==> src/rtl/vga_fb_pkg.sv <==
// Shared constants, state encoding and RAM request payload for the framebuffer arbiter.
package vga_fb_pkg;

  localparam int unsigned FB_W    = 160;
  localparam int unsigned FB_H    = 120;
  localparam int unsigned DW      = 12;
  localparam int unsigned AW      = 15;
  localparam int unsigned FB_SIZE = FB_W * FB_H;
  localparam int unsigned LB_AW   = 8;
  localparam int unsigned LINE_W  = 7;
  localparam int unsigned X_W     = 10;

  typedef enum logic [1:0] {
    IDLE,
    FILL,
    DRAIN
  } state_t;

  typedef struct packed {
    logic          en;
    logic          we;
    logic [AW-1:0] addr;
    logic [DW-1:0] data;
  } ram_req_t;

endpackage

==> src/rtl/vga_line_buffer.sv <==
// One framebuffer row of pixels: synchronous write port for fills, synchronous read port for video.
module vga_line_buffer
  import vga_fb_pkg::*;
(
  input  logic             i_clk,
  input  logic             i_wr_en,
  input  logic [LB_AW-1:0] i_wr_addr,
  input  logic [DW-1:0]    i_wr_data,
  input  logic             i_rd_en,
  input  logic [LB_AW-1:0] i_rd_addr,
  output logic [DW-1:0]    o_rd_data
);

  logic [DW-1:0] mem [FB_W];

  // Storage is intentionally unreset; a reset mid-fill leaves the partial row in place.
  always_ff @(posedge i_clk) begin
    if (i_wr_en) mem[i_wr_addr] <= i_wr_data;
    if (i_rd_en) o_rd_data <= mem[i_rd_addr];
  end

endmodule

==> src/rtl/vga_fb_arbiter.sv <==
// Arbitrates the single-port framebuffer RAM between row fills and host writes,
// and serves 4x-upscaled pixels from the fetched row.
module vga_fb_arbiter
  import vga_fb_pkg::*;
(
  input  logic              i_clk,
  input  logic              i_rst_n,
  input  logic              i_pix_stb,
  input  logic              i_video_on,
  input  logic [X_W-1:0]    i_pix_x,
  input  logic              i_fill_req,
  input  logic [LINE_W-1:0] i_fill_line,
  input  logic              i_host_valid,
  input  logic [AW-1:0]     i_host_addr,
  input  logic [DW-1:0]     i_host_wdata,
  output logic              o_host_ready,
  output logic              o_ram_en,
  output logic              o_ram_we,
  output logic [AW-1:0]     o_ram_addr,
  output logic [DW-1:0]     o_ram_wdata,
  input  logic [DW-1:0]     i_ram_rdata,
  output logic              o_busy,
  output logic              o_fill_err,
  output logic              o_host_err,
  output logic [DW-1:0]     o_rgb
);

  state_t           state_q, state_d;
  logic [AW-1:0]    base_q, base_d;
  logic [LB_AW-1:0] k_q, k_d;
  logic             drain_q, drain_d;
  ram_req_t         ram_q, ram_d;
  logic             rd1_q, rd1_d, rd2_q;
  logic [LB_AW-1:0] idx1_q, idx1_d, idx2_q;
  logic             busy_q, busy_d;
  logic             fill_err_q, fill_err_d;
  logic             host_err_q, host_err_d;
  logic             stb_q, von_q;
  logic [DW-1:0]    rgb_q, rgb_d;
  logic [DW-1:0]    lb_rd_data;
  logic             fill_ok_c;
  logic             host_acc_c;
  logic             unused_pix_lsb;

  assign unused_pix_lsb = ^i_pix_x[1:0];

  // Fill wins the cycle combinationally, so a host request alongside it is not accepted.
  assign o_host_ready = (state_q == IDLE) && !i_fill_req;
  assign fill_ok_c    = i_fill_req && (state_q == IDLE) && (i_fill_line < LINE_W'(FB_H));
  assign host_acc_c   = i_host_valid && o_host_ready;

  always_comb begin
    state_d    = state_q;
    base_d     = base_q;
    k_d        = k_q;
    drain_d    = drain_q;
    ram_d      = ram_q;
    ram_d.en   = 1'b0;
    ram_d.we   = 1'b0;
    rd1_d      = 1'b0;
    idx1_d     = idx1_q;
    fill_err_d = i_fill_req && !fill_ok_c;
    host_err_d = 1'b0;
    case (state_q)
      IDLE: begin
        if (fill_ok_c) begin
          state_d = FILL;
          base_d  = AW'(i_fill_line * FB_W);
          k_d     = '0;
        end else if (host_acc_c) begin
          if (i_host_addr < AW'(FB_SIZE)) begin
            ram_d.en   = 1'b1;
            ram_d.we   = 1'b1;
            ram_d.addr = i_host_addr;
            ram_d.data = i_host_wdata;
          end else begin
            host_err_d = 1'b1;
          end
        end
      end
      FILL: begin
        ram_d.en   = 1'b1;
        ram_d.addr = base_q + AW'(k_q);
        rd1_d      = 1'b1;
        idx1_d     = k_q;
        if (k_q == LB_AW'(FB_W - 1)) begin
          state_d = DRAIN;
          drain_d = 1'b0;
        end else begin
          k_d = k_q + LB_AW'(1);
        end
      end
      DRAIN: begin
        if (drain_q) begin
          state_d = IDLE;
          drain_d = 1'b0;
        end else begin
          drain_d = 1'b1;
        end
      end
      default: state_d = IDLE;
    endcase
    busy_d = (state_d != IDLE);
    rgb_d  = rgb_q;
    if (stb_q) rgb_d = von_q ? lb_rd_data : '0;
  end

  always_ff @(posedge i_clk or negedge i_rst_n) begin
    if (!i_rst_n) begin
      state_q    <= IDLE;
      base_q     <= '0;
      k_q        <= '0;
      drain_q    <= 1'b0;
      ram_q      <= '0;
      rd1_q      <= 1'b0;
      rd2_q      <= 1'b0;
      idx1_q     <= '0;
      idx2_q     <= '0;
      busy_q     <= 1'b0;
      fill_err_q <= 1'b0;
      host_err_q <= 1'b0;
      stb_q      <= 1'b0;
      von_q      <= 1'b0;
      rgb_q      <= '0;
    end else begin
      state_q    <= state_d;
      base_q     <= base_d;
      k_q        <= k_d;
      drain_q    <= drain_d;
      ram_q      <= ram_d;
      rd1_q      <= rd1_d;
      rd2_q      <= rd1_q;
      idx1_q     <= idx1_d;
      idx2_q     <= idx1_q;
      busy_q     <= busy_d;
      fill_err_q <= fill_err_d;
      host_err_q <= host_err_d;
      stb_q      <= i_pix_stb;
      von_q      <= i_video_on;
      rgb_q      <= rgb_d;
    end
  end

  assign o_ram_en    = ram_q.en;
  assign o_ram_we    = ram_q.we;
  assign o_ram_addr  = ram_q.addr;
  assign o_ram_wdata = ram_q.data;
  assign o_busy      = busy_q;
  assign o_fill_err  = fill_err_q;
  assign o_host_err  = host_err_q;
  assign o_rgb       = rgb_q;

  // Read data lands two cycles after the fill decision for index k.
  vga_line_buffer u_line_buffer (
    .i_clk     (i_clk),
    .i_wr_en   (rd2_q),
    .i_wr_addr (idx2_q),
    .i_wr_data (i_ram_rdata),
    .i_rd_en   (i_pix_stb),
    .i_rd_addr (i_pix_x[X_W-1:2]),
    .o_rd_data (lb_rd_data)
  );

endmodule

==> config.mk <==
export PLATFORM = sky130hd
export DESIGN_NAME = vga_fb_arbiter
export DESIGN_NICKNAME = d
export VERILOG_FILES = /design/src/rtl/vga_fb_pkg.sv /design/src/rtl/vga_line_buffer.sv /design/src/rtl/vga_fb_arbiter.sv
export SDC_FILE = /design/constraint.sdc
export NUM_CORES = 2
export LEC_CHECK = 0
export CORE_MARGIN = 4
export CORE_UTILIZATION = 42
export DETAILED_ROUTE_END_ITERATION = 12
export GPL_TIMING_DRIVEN = 0
export PLACE_DENSITY = 0.56
export REMOVE_ABC_BUFFERS = 1
export SYNTH_ARGS = -nofsm -noshare
export SYNTH_HDL_FRONTEND = slang
export SYNTH_SLANG_ARGS = --single-unit
==> constraint.sdc <==
create_clock -name i_clk -period 6.63 [get_ports i_clk]
set_input_delay 0.663 -clock i_clk [delete_from_list [all_inputs] [get_ports i_clk]]
set_output_delay 0.663 -clock i_clk [all_outputs]
set_load 0.03 [all_outputs]
== Word-level counts from Yosys, hierarchy flattened ==
Memory sizes are Yosys's and may differ from the RTL's. A register that Yosys moved wholly into a read port is not among the register bits.
Index checks and enable logic that the tools add are counted.
Word-level totals
  latch bits: 0
  bits in registers: 85
  memory bits (writable): 1920
  word-level logic and storage cells: 74
  memories: 1
  input bits: 62
  output and inout bits: 45
  memory bits (read-only): 0
Memories
  u_line_buffer.mem: words 160, width 12, rd ports 1, clocked after memory_dff 1, wr ports 1, RTL line vga_line_buffer.sv:14  | logic [DW-1:0] mem [FB_W];
Cells by class
  equal/unequal tests: 9
  add/subtract/negate cells: 2
  reductions and logical operators: 16
  shift operators: 0
  bitwise gates (word level): 1
  multiply operators: 1
  muxes and demuxes: 24
  magnitude comparators: 2
  div/mod/pow operators: 0
Operators with widths (number)
  $mux W29: 3
  $pmux W15 S2: 1
  $mux W8: 2
  $pmux W8 S2: 1
  $add A15 B8 Y15: 1
  $lt A15 B15 Y1 const B: 1
  $mux W12: 1
  $mul A7 B3 Y10 const B: 1
  $mux W1: 10
  $ne A2 B2 Y1 const B: 5
  $add A8 B1 Y8 const B: 1
  $eq A8 B8 Y1 const B: 1
  $reduce_and A4 Y1: 2
  $lt A7 B7 Y1 const B: 1
  $mux W2: 3
  $pmux W2 S3: 1
  $reduce_bool A2 Y1: 3
  $logic_and A1 B1 Y1: 5
  $pmux W1 S2: 2
  $reduce_and A2 Y1: 2
  $reduce_and A3 Y1: 1
  $eq A2 B1 Y1 const B: 1
  $eq A2 B2 Y1 const B: 1
  $logic_not A1 Y1: 2
  other kinds (3): 3

== Longest topological paths before layout ==
  depth in word-level cells: 6
  gate-level depth with buffers: 12
  depth with buffers taken out: 9

== By module ==
From an unflattened synthesis, not the netlist that was laid out.
Unflattened totals
  cell total of the unflattened synthesis: 4038
  area total of the unflattened synthesis: 79194.7 um2
Modules (own cells, without submodules)
  vga_line_buffer: instances 1, cells an instance 3703, area an instance 75409.8 um2
  vga_fb_arbiter: instances 1, cells an instance 335, area an instance 3784.9 um2

== Worst setup path after synthesis ==
No wires, ideal clock.
  kind: in2reg
  start point: input i_pix_x[2]
  end point: register u_line_buffer.o_rd_data[4] (read register of u_line_buffer.mem), data pin
  setup time: 0.269 ns
  arrival time: 2.396 ns
  path slack: 3.965 ns
  required time: 6.361 ns
  cell stages on the path: 8
  path through: buf_6 -> buf_12 -> buf_6 -> buf_6 -> mux4_2 -> mux4_2 -> o21ai_1 -> a211oi_2
RTL lines
  from (decl): RTL line vga_fb_arbiter.sv:10  | input logic [X_W-1:0] i_pix_x,
  to (decl): RTL line vga_line_buffer.sv:11  | output logic [DW-1:0] o_rd_data

==> results summary <==
The run finished, with violations left. The final reports fail on max-capacitance violations. The HPWL after detailed placement is 120.6 mm. The largest net degree at the start of global routing came out at 117. Of the total power, combinational logic draws 0.101. The initial utilization of the core area, before any placement, comes to 0.4228. The final count of negative-setup-slack endpoints came out at 0.

The maximum clock path buffer count came out at 3. The proportion of power drawn by the clock network is 0.380. Setup slack on the critical path of the routed design comes to 2.109 ns.

For this design the ratio of total power to cell area is 319.6 nW/um^2. The via count of the first global-routing pass came out at 38,890. The count of antenna-violating nets left after detailed routing is 0. Yosys mapped a number of flops with a built-in enable equal to 1,932. After the last flow step, the layout net total stands at 4,195. The cell-internal power is 0.02156 W.

The number of placed I/O pins is 107. The first detailed-routing pass took 6 iterations. For the worst setup path, the data arrival time is 5.11 ns.

The buffers plus inverters on the worst setup path came out at 3. The total of max-cap violations came out at 1. The max-slew violation total from the final report is 0. Dividing the detail-routed via count by the number of cells gives 5.715.

The worst setup path is captured at a flop. The first routing iteration left 4,109 violations. Counting stages on the worst path, the most repeated cell is sky130_fd_sc_hd__buf_16. The delay of the slowest cell on the worst path came out at 0.77 ns. The maximum clock skew at final layout is 0.02640 ns. The post-cts resize count is 0.

In this run the worst hold path is classified as in2reg. The number of cells in the finished layout apart from fillers came out at 6,778. The cell area after synthesis is 79,400 um^2. Each instance of the synthesized netlist takes up on average 20.00 um^2. In this design, the largest share of critical-path delay is due to compound AO/OA/AOI/OAI gates. The class of the most critical setup path is in2reg. The worst hold slack across all endpoints came out at 0.2452 ns.

The number of antenna violations at the first check in global routing was 6. The area growth from synthesis to layout is 12.79%. The switching power total is 0.007072 W. After clock tree synthesis, the clock-pin slew on the worst setup and hold paths is 0.06 ns. The total wire length after detailed routing is 198.4 mm. Setup repair after global routing left no endpoint under its margin. The overall global routing resource usage came out at 0.2001. The area of the core region came out at 187,800 um^2. The sequential fraction of the synthesis area is 0.7574. The number of rows created at floorplan is 159. The wire length of the first global-routing pass came out at 285.1 mm. The worst-case setup slack after placement came out at 1.077 ns. Of the total power, the share spent switching nets is 0.2470. The slew at the pin with the worst max-slew slack is 1.459 ns.

Of the total power, registers draw 0.519. The fraction of the cycle the final worst path needs is 0.6819. The number of hold-slack violations in the final timing report is 0. The count of different cell masters after synthesis came out at 65.

Of all nets on the critical path, the largest fanout is 81. Counting flops with an async set or reset pin after synthesis yields a share of 0.04214. Counting every sink on the clock net gives 2,017. The post-layout utilization of the core is 0.4769. The critical path goes through buf_8, buf_16, buf_16, nand2_2, o221a_1, o221ai_1, o2111ai_1, a211oi_2. The proportion of layout cells with a drive suffix above 1 came out at 0.2057.

The horizontal extent of the die is 442.8 um. The TritonCTS clock tree is built. The clock tree root buffer cell is sky130_fd_sc_hd__clkbuf_16.

The die footprint is 196,100 um^2. The worst vdd rail ir drop came out at 0.2665 mV. The analysis attributes to cell leakage a power of 28.63 nW. The height of the chip came out at 442.8 um. The overflow left after global routing is 0. On the critical path, the stage with the largest delay is an instance of sky130_fd_sc_hd__nand2_2. Total power for the finished layout comes to 0.02863 W. The top achievable clock speed is 0.2212 GHz. The synthesized netlist cell count came out at 3,971. The kind of start point of the critical path is a primary input. The via count is 38,730.

In the layout the commonest cells are sky130_fd_sc_hd__edfxtp_1 (1,932), sky130_fd_sc_hd__mux4_2 (329), sky130_fd_sc_hd__mux2i_1 (300). The post-placement cell count is 6,398. At the worst endpoint, the required time is 7.22 ns. The final critical-path required period came out at 4.521 ns.

The count of H-tree levels built during CTS is 4. The yosys synthesis warning count is 0. The worst-skew pair later-pin latency came out at 0.83 ns. The placer's final routability congestion estimate is 0.7793.

For this run, design rule violations remaining after detail routing come to 0. The worst-case headroom to the max-slew limit is 0.02442. The total CTS buffers came out at 205.

The library cell used most frequently in the layout, excluding fill and tap cells, is sky130_fd_sc_hd__edfxtp_1. The final routed wire length divided by cell count came out at 29.28 um. The number of buffers added on ports is 104. In the synthesized netlist the dominant register cell turns out to be sky130_fd_sc_hd__edfxtp_1.

The synthesized design contains 2,017 register bits.
per-layer routing:
layer | vias up | part of all wire | GRT usage
li1 | 16610 | - | -
met1 | 20540 | 0.43 | 0.2834
met2 | 1307 | 0.48 | 0.3211
met3 | 276 | 0.064 | 0.03683
met4 | 0 | 0.025 | 0.05326
met5 | - | 0 | 0
worst paths after layout:
path | start | end | slack [ns] | depth (start not counted)
setup / recovery | i_pix_x[3] | u_line_buffer.o_rd_data[7]$_DFFE_PP_ | 2.11 | 8
hold reg to reg | rd1_q$_DFF_PN0_ | rd2_q$_DFF_PN0_ | 0.35 | 0
setup reg to reg | idx2_q[3]$_DFF_PN0_ | u_line_buffer.mem[43][4]$_DFFE_PP_ | 2.47 | 3
hold / removal | i_ram_rdata[7] | u_line_buffer.mem[36][7]$_DFFE_PP_ | 0.25 | 1
max in group asynchronous | i_rst_n | o_rgb[11]$_DFFE_PN0P_ | 5.59 | 3
min in group asynchronous | i_rst_n | base_q[13]$_DFFE_PN0P_ | 0.33 | 2
state kept, by name, summed over array words and instances, names as in the netlist, 2 cells and up:
register                 cells
o_rgb                       12
o_ram_addr                  15
base_q                      10
k_q                          8
u_line_buffer.o_rd_data     12
idx1_q                       8
idx2_q                       8
u_line_buffer.mem         1920
o_ram_wdata                 12
state_q                      2
synth_stat cells, drive strengths merged, types with 12 or more instances:
| master | count | area, um^2 |
|---|---|---|
| nand2 | 133 | 504.2 |
| clkbuf | 74 | 279.0 |
| mux2i | 300 | 3003 |
| a211oi | 26 | 235.2 |
| a22oi | 84 | 630.6 |
| dfrtp | 85 | 2127 |
| o21ai | 56 | 280.3 |
| o211ai | 12 | 90.09 |
| buf | 147 | 1384 |
| o22ai | 74 | 462.9 |
| nand3 | 41 | 205.2 |
| inv | 24 | 90.09 |
| nor2b | 27 | 168.9 |
| o221ai | 40 | 375.4 |
| mux4 | 335 | 7567 |
| nor2 | 211 | 797.0 |
| mux2 | 117 | 1318 |
| ha | 14 | 175.2 |
| xor2 | 12 | 105.1 |
| a21oi | 70 | 354.1 |
| edfxtp | 1932 | 58020 |
| nor3 | 20 | 100.1 |
layout make-up:
class                      count  area [um^2]
antenna                        1        2.502
clock buffer                 274         5573
clock inverter                98        700.7
fill                       15580        98240
inverter                      24        92.59
multi-input combinational   1709        17690
sequential                  2017        60140
tap                         2495         3122
timing repair buffer         160         2242
power groups by stage:
stage	logic [W]	registers, W	clock network [W]
after floorplan	0.00122	0.0152	0
after global placement	0.00382	0.0152	0
after detailed placement	0.00291	0.0151	0
after CTS	0.00292	0.0149	0.0111
after global routing	0.00308	0.0149	0.0116
final	0.00290	0.0149	0.0109
per-stage QoR:
step | TNS (ns) | cell area (um^2)
floorplan | 0 | 77740
global placement | -583.88 | 81900
detailed placement | 0 | 83160
CTS | 0 | 89440
global route | 0 | 89560
finish | 0 | 89560
kinds of logic (layout without fill, tap and decap cells):
| group | after synthesis | in the layout | share of synthesized area |
|---|---|---|---|
| other cells | 0 | 1 | 0 |
| simple gates | 482 | 482 | 0.02657 |
| flops | 2017 | 2017 | 0.7574 |
| compound gates | 441 | 441 | 0.03953 |
| fa+ha+maj | 16 | 16 | 0.002710 |
| buf+inv | 245 | 556 | 0.02208 |
| mux | 752 | 752 | 0.1497 |
| xor+xnor | 18 | 18 | 0.001985 |
what timing repair did:
action                                  4_1_cts  5_1_grt
buffers inserted                              0        0
hold endpoints to repair                     34        0
endpoints found under the setup margin        0        0
hold buffers                                  1        0
worst reg2reg max path, cell delays in order, from the launching register on:
cell	delay, ns
sky130_fd_sc_hd__dfrtp_1	0.54
sky130_fd_sc_hd__nor2b_1	0.49
sky130_fd_sc_hd__nand4_1	1.21
sky130_fd_sc_hd__nor2_1	1.53
Power figures use the tool's default switching activity.
